**src/rtl/stack_pointer_unit.sv**
```systemverilog
// -----------------------------------------------------------------------------
// stack_pointer_unit
//
// Stack pointer with bounds checking, sticky overflow/underflow flags and a
// burst engine for multi-word context save/restore (interrupt entry/exit,
// CALL with a wide return address). The unit owns SP and drives the stack
// memory address and strobes directly. A push pre-decrements SP; a pop
// post-increments it. The stack grows downward from RESET_SP (empty) to
// STACK_LIMIT (full).
//
// Ports:
//   i_clk         system clock, rising edge
//   i_rst_n       asynchronous active-low reset
//   i_sp_load_en  load SP from i_sp_load (highest priority, aborts a burst)
//   i_sp_load     value to load into SP
//   i_push        single-word push request
//   i_pop         single-word pop request
//   i_burst_push  start a burst push of i_burst_len words
//   i_burst_pop   start a burst pop of i_burst_len words
//   i_burst_len   words in a burst; 0 = no-op, > MAX_BURST clamps to MAX_BURST
//   i_flag_clr    clear both sticky flags
//   o_sp          current stack pointer
//   o_mem_addr    stack memory address (registered)
//   o_mem_we      write strobe, one cycle per pushed word
//   o_mem_re      read strobe, one cycle per popped word
//   o_busy        burst in progress
//   o_empty       SP >= RESET_SP
//   o_full        SP <= STACK_LIMIT
//   o_overflow    sticky: push or burst push rejected for lack of space
//   o_underflow   sticky: pop or burst pop rejected for lack of data
// -----------------------------------------------------------------------------
module stack_pointer_unit #(
    parameter int unsigned   AW          = 8,
    parameter logic [AW-1:0] RESET_SP    = 'hFF,
    parameter logic [AW-1:0] STACK_LIMIT = 'hC0,
    parameter int unsigned   MAX_BURST   = 4,
    parameter int unsigned   BLW         = 3
) (
    input  logic           i_clk,
    input  logic           i_rst_n,
    input  logic           i_sp_load_en,
    input  logic [AW-1:0]  i_sp_load,
    input  logic           i_push,
    input  logic           i_pop,
    input  logic           i_burst_push,
    input  logic           i_burst_pop,
    input  logic [BLW-1:0] i_burst_len,
    input  logic           i_flag_clr,
    output logic [AW-1:0]  o_sp,
    output logic [AW-1:0]  o_mem_addr,
    output logic           o_mem_we,
    output logic           o_mem_re,
    output logic           o_busy,
    output logic           o_empty,
    output logic           o_full,
    output logic           o_overflow,
    output logic           o_underflow
);

    typedef enum logic [1:0] {
        StIdle  = 2'd0,
        StBpush = 2'd1,
        StBpop  = 2'd2
    } state_e;

    localparam logic [BLW-1:0] MaxLen = BLW'(MAX_BURST);
    localparam logic [BLW-1:0] OneLen = BLW'(1);

    // -------------------------------------------------------------------------
    // State
    // -------------------------------------------------------------------------
    state_e         r_state,    w_state_d;
    logic [AW-1:0]  r_sp,       w_sp_d;
    logic [AW-1:0]  r_mem_addr, w_mem_addr_d;
    logic           r_mem_we,   w_mem_we_d;
    logic           r_mem_re,   w_mem_re_d;
    logic [BLW-1:0] r_cnt,      w_cnt_d;
    logic           r_ovf,      w_ovf_d;
    logic           r_unf,      w_unf_d;

    // -------------------------------------------------------------------------
    // Occupancy and burst length
    // -------------------------------------------------------------------------
    logic [AW-1:0]  w_free;
    logic [AW-1:0]  w_used;
    logic [BLW-1:0] w_len;
    logic [AW-1:0]  w_len_aw;
    logic           w_len_nz;
    logic           w_len_multi;
    logic           w_ovf_set;
    logic           w_unf_set;

    // Both are modulo 2^AW; only meaningful while SP is inside the stack region.
    assign w_free = r_sp - STACK_LIMIT;
    assign w_used = RESET_SP - r_sp;

    assign w_len       = (i_burst_len > MaxLen) ? MaxLen : i_burst_len;
    assign w_len_aw    = AW'(w_len);
    assign w_len_nz    = (w_len != '0);
    assign w_len_multi = (w_len > OneLen);

    // -------------------------------------------------------------------------
    // Next-state logic
    // -------------------------------------------------------------------------
    always_comb begin
        w_state_d    = r_state;
        w_sp_d       = r_sp;
        w_mem_addr_d = r_mem_addr;
        w_mem_we_d   = 1'b0;
        w_mem_re_d   = 1'b0;
        w_cnt_d      = r_cnt;
        w_ovf_set    = 1'b0;
        w_unf_set    = 1'b0;

        if (i_sp_load_en) begin
            // Load wins over everything and abandons any burst in flight.
            w_sp_d    = i_sp_load;
            w_state_d = StIdle;
            w_cnt_d   = '0;
        end else begin
            unique case (r_state)
                StIdle: begin
                    if (i_burst_push && !i_burst_pop) begin
                        if (w_len_nz) begin
                            if (w_free >= w_len_aw) begin
                                // The accepting edge already moves the first word.
                                w_sp_d       = r_sp - 1'b1;
                                w_mem_addr_d = r_sp - 1'b1;
                                w_mem_we_d   = 1'b1;
                                w_cnt_d      = w_len - OneLen;
                                w_state_d    = w_len_multi ? StBpush : StIdle;
                            end else begin
                                w_ovf_set = 1'b1;
                            end
                        end
                    end else if (i_burst_pop && !i_burst_push) begin
                        if (w_len_nz) begin
                            if (w_used >= w_len_aw) begin
                                w_mem_addr_d = r_sp;
                                w_sp_d       = r_sp + 1'b1;
                                w_mem_re_d   = 1'b1;
                                w_cnt_d      = w_len - OneLen;
                                w_state_d    = w_len_multi ? StBpop : StIdle;
                            end else begin
                                w_unf_set = 1'b1;
                            end
                        end
                    end else if (!i_burst_push && !i_burst_pop) begin
                        // A simultaneous push and pop falls through as a no-op.
                        if (i_push && !i_pop) begin
                            if (w_free != '0) begin
                                w_sp_d       = r_sp - 1'b1;
                                w_mem_addr_d = r_sp - 1'b1;
                                w_mem_we_d   = 1'b1;
                            end else begin
                                w_ovf_set = 1'b1;
                            end
                        end else if (i_pop && !i_push) begin
                            if (w_used != '0) begin
                                w_mem_addr_d = r_sp;
                                w_sp_d       = r_sp + 1'b1;
                                w_mem_re_d   = 1'b1;
                            end else begin
                                w_unf_set = 1'b1;
                            end
                        end
                    end
                end

                // r_cnt holds the words still to move, including this cycle's.
                StBpush: begin
                    w_sp_d       = r_sp - 1'b1;
                    w_mem_addr_d = r_sp - 1'b1;
                    w_mem_we_d   = 1'b1;
                    w_cnt_d      = r_cnt - OneLen;
                    if (r_cnt <= OneLen) begin
                        w_state_d = StIdle;
                    end
                end

                StBpop: begin
                    w_mem_addr_d = r_sp;
                    w_sp_d       = r_sp + 1'b1;
                    w_mem_re_d   = 1'b1;
                    w_cnt_d      = r_cnt - OneLen;
                    if (r_cnt <= OneLen) begin
                        w_state_d = StIdle;
                    end
                end

                default: begin
                    w_state_d = StIdle;
                    w_cnt_d   = '0;
                end
            endcase
        end

        // A flag being set in the same cycle as a clear stays set.
        w_ovf_d = w_ovf_set | (r_ovf & ~i_flag_clr);
        w_unf_d = w_unf_set | (r_unf & ~i_flag_clr);
    end

    // -------------------------------------------------------------------------
    // Registers
    // -------------------------------------------------------------------------
    always_ff @(posedge i_clk or negedge i_rst_n) begin
        if (!i_rst_n) begin
            r_state    <= StIdle;
            r_sp       <= RESET_SP;
            r_mem_addr <= '0;
            r_mem_we   <= 1'b0;
            r_mem_re   <= 1'b0;
            r_cnt      <= '0;
            r_ovf      <= 1'b0;
            r_unf      <= 1'b0;
        end else begin
            r_state    <= w_state_d;
            r_sp       <= w_sp_d;
            r_mem_addr <= w_mem_addr_d;
            r_mem_we   <= w_mem_we_d;
            r_mem_re   <= w_mem_re_d;
            r_cnt      <= w_cnt_d;
            r_ovf      <= w_ovf_d;
            r_unf      <= w_unf_d;
        end
    end

    // -------------------------------------------------------------------------
    // Outputs
    // -------------------------------------------------------------------------
    assign o_sp        = r_sp;
    assign o_mem_addr  = r_mem_addr;
    assign o_mem_we    = r_mem_we;
    assign o_mem_re    = r_mem_re;
    assign o_busy      = (r_state != StIdle);
    assign o_empty     = (r_sp >= RESET_SP);
    assign o_full      = (r_sp <= STACK_LIMIT);
    assign o_overflow  = r_ovf;
    assign o_underflow = r_unf;

endmodule
```
**config.mk**
```make
export PLATFORM = sky130hd
export DESIGN_NAME = stack_pointer_unit
export DESIGN_NICKNAME = d
export VERILOG_FILES = /design/src/rtl/stack_pointer_unit.sv
export SDC_FILE = /design/constraint.sdc
export NUM_CORES = 1
export LEC_CHECK = 0
export ABC_AREA = 0
export CORE_UTILIZATION = 49
export CTS_CLUSTER_SIZE = 8
export DETAILED_ROUTE_END_ITERATION = 6
export MAX_ROUTING_LAYER = met4
export PLACE_DENSITY = 0.77
export SYNTH_ARGS = -nofsm -noshare
export SYNTH_HDL_FRONTEND = slang
export SYNTH_SLANG_ARGS = --single-unit
```
**constraint.sdc**
```tcl
create_clock -name i_clk -period 2.7 [get_ports i_clk]
set_input_delay 0.405 -clock i_clk [delete_from_list [all_inputs] [get_ports i_clk]]
set_output_delay 0.405 -clock i_clk [all_outputs]
set_load 0.005 [all_outputs]
```
==> Word level (Yosys, flattened, before mapping) <==
Cells that the tools add are included.
{ "totals": {"input_bits": 19, "reg_bits": 25, "elab_cells": 149, "output_inout_bits": 23} }
{ "op_classes": {"n_lt_le_gt_ge": 7, "n_reduce_logical": 21, "eq_ne": 21, "bitwise": 6, "n_addsub": 6, "n_mux": 80} }
{ "ops": {"columns": ["cell", "n"], "rows": [
  ["8-bit 2-to-1 mux", 20],
  ["8-bit one-hot mux with 3 select lines", 2],
  ["1-bit 2-to-1 mux", 37],
  ["4-bit inequality test (second input constant)", 7],
  ["5-bit inequality test (second input constant)", 5],
  ["3-bit 2-to-1 mux", 8],
  ["2-bit 2-to-1 mux", 9],
  ["6-bit inequality test (second input constant)", 3],
  ["8-bit by 3-bit greater-or-equal comparator with 1-bit output", 2],
  ["8-bit nonzero test", 2],
  ["10-bit AND reduction", 1],
  ["3-bit inequality test (second input constant)", 3],
  ["9-bit AND reduction", 1],
  ["8-bit by 1-bit adder with 8-bit output (second input constant)", 1],
  ["8-bit greater-or-equal comparator (second input constant)", 1],
  ["8-bit <= comparator (second input constant)", 1],
  ["8-bit by 1-bit subtractor with 8-bit output (second input constant)", 1],
  ["8-bit subtractor (first input constant)", 1],
  ["8-bit subtractor (second input constant)", 1],
  ["3-bit one-hot mux with 2 select lines", 1],
  ["6-bit AND reduction", 1],
  ["3-bit nonzero test", 2],
  ["3-bit by 1-bit subtractor with 3-bit output (second input constant)", 2],
  ["1-bit logical AND", 5],
  ["other kinds (17)", 24]
]} }

==> Depth between registers and ports, before layout <==
Gate-level depths: netlist of the first run.
{ "logic_depth": {"word_depth": 11, "ltp_mapped": 11, "mapped_depth_nobuf": 10} }

==> Worst setup path after synthesis of the first run <==
No wires, ideal clock.
{ "synth_timing": {"path_type": "register -> register", "startpoint": "register r_sp[2] (netlist: o_sp[2])", "endpoint": "register r_mem_addr[0] (netlist: o_mem_addr[0])", "period_less_slack_ns": 2.940, "t_required_ns": 2.575, "setup_ns": 0.125, "path_stages_with_launch": 10, "path_buffers": 2, "arrival_time_ns": 2.816, "path_slack_ns": -0.240, "cell_sequence": "dfstp_2 -> buf_2 -> buf_1 -> inv_1 -> ha_1 -> a21o_1 -> a2111oi_2 -> a311oi_1 -> o311ai_4 -> mux2_2"} }
{ "synth_via": {"elab_chain_len": 4, "word_cells_on_any_way": 11, "classes_between": "add/sub: 2; order compare: 2; eq/ne: 4; reduce/logical: 3"} }
{ "synth_rtl": {"columns": ["item", "line", "rtl"], "rows": [
  ["start, declared", "73", "logic [AW-1:0] r_sp, w_sp_d;"],
  ["start signal, assigned", "218", "r_sp <= w_sp_d;"],
  ["8-bit subtractor, on equally long branches", "95, 94", null],
  ["8-bit by 3-bit greater-or-equal comparator with 1-bit output, or another cell as far along", "138", "if (w_used >= w_len_aw) begin"],
  ["4-bit inequality test (no source line), or another cell as far along", null, null],
  ["10-bit AND reduction (no source line) (*)", null, null],
  ["end signal, assigned", "219", "r_mem_addr <= w_mem_addr_d;"],
  ["end, declared", "74", "logic [AW-1:0] r_mem_addr, w_mem_addr_d;"]
]} }
Mark *: on every way between the ends. The rest lies on a longest branch, timed or not.
A chain may end at the register's enable or synchronous reset.

==> Worst setup path in the final report of the first run <==
{ "layout_timing": {"startpoint": "register r_sp[1] (netlist: o_sp[1])", "endpoint": "register r_mem_addr[3] (netlist: o_mem_addr[3])"} }
{ "layout_via": {"elab_chain_len": 7, "word_cells_on_any_way": 20, "classes_between": "add/sub: 3; order compare: 2; eq/ne: 4; mux: 8; reduce/logical: 3"} }
{ "layout_rtl": {"columns": ["item"], "rows": [
  ["branches (longest 7 deep; another with 8-bit subtractor)"]
]} }
Parallel ways; which one is timed is not known. The select of a mux whose other input is x is not followed.

==> summary.md, run 1 <==
| Metric | Value |
|---|---|
| Status | completed |
| Fin. Hold Viols | 0 |
| Core box area | 5107 um2 |
| Insertion delay to the later sink of the worst-skew pair | 0.28 ns |
| Port Buffers | 41 |
| Clock sinks | 25 |
| Initial Util | 0.5081 |
| Post-Route M1 WL | around 3300 um |
| Num CTS Buffers | 3 |
| First-pass GRT wire length | 12940 um |
| Clock share of power | 0.097 |
| Largest net degree at the start of global routing | 26 |
| Worst-margin pin slew | 0.6758 ns |
| Ratio of cells with drive above 1 in the final layout | 0.1804 |
| Yosys warning total | 0 |
| # IOs | 42 |
| Comb pwr share | 0.620 |
| Cell row count | 26 |
| Critical path launch point type | register |
| Post-synth EDFFs | 0 |
| Class of the worst hold path | input pin to asynchronous set/reset pin |
| Max Cap Viol | 0 |
| Leak pwr | approximately 1.5 nW |
| Mapped cell area | 2595 um2 |
| TritonCTS clock tree | yes |
| Post-layout min period | 2.598 ns |
| R2R cell count | 7 |
| Final Wtd Congestion | between 0.9 and 1 |
| # setup viols final | 0 |
| R2r endpoint | o_mem_addr[3] |
| Worst slew margin | 0.5485 |
| Post-synth top area share | 0.1639 |
| Metal2 WL | 3668 um |
| Final wirelength | 7931 um |
| Most frequent cells after synthesis | nand2_1 (36), o21ai_0 (30), inv_1 (26), ha_1 (25), nor2_1 (22) |
| Die span in x | about 75 um |
| ANT nets after route | 0 |
| Count of final max-slew check failures | 0 |
| Worst setup path startpoint | o_sp[1] |
| Worst Path Arrival | 2.77 ns |
| Tot GR Track Use | 0.3146 |
| Post-Place Cells | 453 |
| Seq pwr share | 0.283 |
| Starting DRT DRC Count | 358 |
| PnR worst setup slack | 0.1021 ns |
| Final hold slack | just under 0.5 ns |
| Flops & latches, synth | 25 |
| DRC viols | 0 |
| Vias per cell | 6.216 |
| Switching power | 1.078 mW |
| Via count | 2847 |
| Pre-CTS WS | -0.1760 ns |
| Maximum VDD drop | 0.4607 mV |
| Period utilisation layout | 0.9622 |
| Area growth syn-to-layout | 30.23% |
| Synth Instances | 325 |
| Switching part of the total | 0.4305 |
| Detailed Routing Iterations Pass 1 | 5 |
| Die ar. | 5591 um2 |
| Main flop type after synthesis | dfrtp_1 |
| WL/cell | 17.32 um |
| Largest area contributor in the netlist | dfrtp_1 |
| Crit. End Element | register |
| Layout Cells excl Fill | ~460 |
| Clock Pin Slew Worst Setup and Hold Paths | 0.10 ns |
| Vias in the first global route | ~2.8k |
| H-Tree Depth | 1 |
| Remaining global-route overflow | 0 |
| Distinct cells, synth | 64 |
| Clk_skew | between 0.003 and 0.004 ns |
| Syn avg cell area | 7.985 um2 |
| Pwr dens | 740.9 nW/um2 |
| Internal | 1.426 mW |
| Hold_buf cts | 0 |
| Mapped Nets | approximately 370 |
| Uppermost layer routed | met4 |
| Initial antenna violation count | 0 |
| Layout Utilization | 0.6617 |
| Fin nets | 433 |
| Sequential-to-total area share from yosys stat | 0.2449 |
| Post-DP HPWL | ~6100 um |
| Synth area leaders | dfrtp_1 (16%), ha_1 (12%), dfstp_2 (8.1%) |
| Ant diodes | 0 |
| Fillers | roughly 440 |
| Met3 wire len | between 800 and 900 um |
| Reg-to-Reg Start | o_sp[1] |
| CP required | 2.87 ns |
| Crit path max fanout | 8 |
| Bufs on Longest Clock Path | 2 |
| Clock root cell | clkbuf_8 |
| Critical Path Sink | o_mem_addr[3] |
| Top-count cell post-synth | nand2_1 |
| Flop2flop setup slack | a little over 0.1 ns |
| Worst setup path class | register to register |
| Die H | roughly 75 um |
| Async set-or-reset flop fraction in the synthesized netlist | 1.000 |
| Max Clock Freq | 384.9 MHz |
cell usage in the layout (no fill, tap or decap), drive strengths merged, types with 4 or more instances in the layout:
| cell | instances |
|---|---|
| o31ai | 4 |
| and2 | 4 |
| nand2 | 37 |
| mux2 | 6 |
| buf | 38 |
| a21oi | 17 |
| nor2 | 22 |
| dfrtp | 17 |
| nand3 | 11 |
| o211ai | 6 |
| ha | 25 |
| inv | 26 |
| nor3 | 4 |
| dfstp | 8 |
| o22ai | 4 |
| clkdlybuf4s50 | 41 |
| o21ai | 31 |
| mux2i | 11 |
| or3 | 8 |
worst min-delay path by stage:
stage / from / end / slack (ns) / cells after the start
6_report: i_rst_n / o_mem_addr[6] / 0.49 / 2
5_1_grt: i_rst_n / o_mem_addr[7] / 0.52 / 2
4_1_cts: i_rst_n / o_mem_addr[6] / 0.50 / 2
3_5_place_dp: o_overflow / o_overflow / 0.49 / 1
3_3_place_gp: o_overflow / o_overflow / 0.48 / 1
2_1_floorplan: i_rst_n / o_mem_addr[0] / 0.11 / 0
sequential cells by signal (all words and copies together), names as in the netlist:
signal       cells
r_cnt            3
o_sp             8
o_mem_re         1
o_mem_we         1
o_overflow       1
r_state          2
o_mem_addr       8
o_underflow      1
cells by family (layout without fill, tap and decap cells):
family                     count (synthesis)  count (layout)  synth area share
AOI/OAI and AO/OA                        104             104            0.2874
and+or+nand+nor                          103             103            0.1919
adders and majority gates                 25              25            0.1205
muxes                                     17              17           0.06847
buffers and inverters                     47             110           0.07328
xor gates and xnor gates                   4               4           0.01350
DFF                                       25              25            0.2449
power by group through the flow:
stage | combinational (mW) | sequential [mW] | clock, mW
2_1_floorplan | 0.930 | 0.646 | 0
3_3_place_gp | 1.48 | 0.698 | 0
3_5_place_dp | 1.52 | 0.704 | 0
4_1_cts | 1.53 | 0.697 | 0.245
5_1_grt | 1.70 | 0.727 | 0.259
6_report | 1.55 | 0.708 | 0.243
area by class of cell:
class | instances | area, um2 | area share
well taps | 70 | 87.58 | 0.02592
flip-flops and latches | 25 | 635.6 | 0.1881
repair buffers | 79 | 708.2 | 0.2096
clock inverters | 1 | 5.005 | 0.001481
clock buffers | 3 | 41.29 | 0.01222
inverters | 27 | 101.3 | 0.02999
multi-input cells | 253 | 1800 | 0.5328
per-layer routing:
metal,vias to the layer above,track usage
met5,-,-
li1,1325,-
met4,0,0.1174
met1,1317,0.4085
met2,188,0.4995
met3,17,0.04150
repair_timing:
action | CTS | global route
gates resized for setup | 0 | 6
setup endpoints to repair | 0 | 16
buffers inserted | 0 | 1
worst max-delay path, cell delays in order (launching register included):
cell and delay, ns:
dfstp_2 0.62, inv_1 0.13, ha_1 0.30, and2_1 0.18
a2111oi_4 0.45, a311oi_2 0.18, o311ai_4 0.20, mux2_2 0.41
per-stage QoR:
| stage | setup TNS, ns | total power [mW] | cell area (um2) |
|---|---|---|---|
| 2_1_floorplan | 0 | 1.576 | 2615 |
| 3_3_place_gp | -0.4752 | 2.182 | 3313 |
| 3_5_place_dp | -2.210 | 2.223 | 3313 |
| 4_1_cts | 0 | 2.470 | 3359 |
| 5_1_grt | -0.3830 | 2.686 | 3379 |
| 6_report | 0 | 2.504 | 3379 |
Note: power is estimated with default switching activity, not from simulation.
==> run 2, diff against run 1 <==
--- a/config.mk
+++ b/config.mk
@@ -6,6 +6,7 @@
 export NUM_CORES = 1
 export LEC_CHECK = 0
 export ABC_AREA = 0
+export CAP_MARGIN = 20
 export CORE_UTILIZATION = 49
 export CTS_CLUSTER_SIZE = 8
 export DETAILED_ROUTE_END_ITERATION = 6
==> results of run 2 <==
The final DEF is identical to that of run 1; final timing and power are the same.
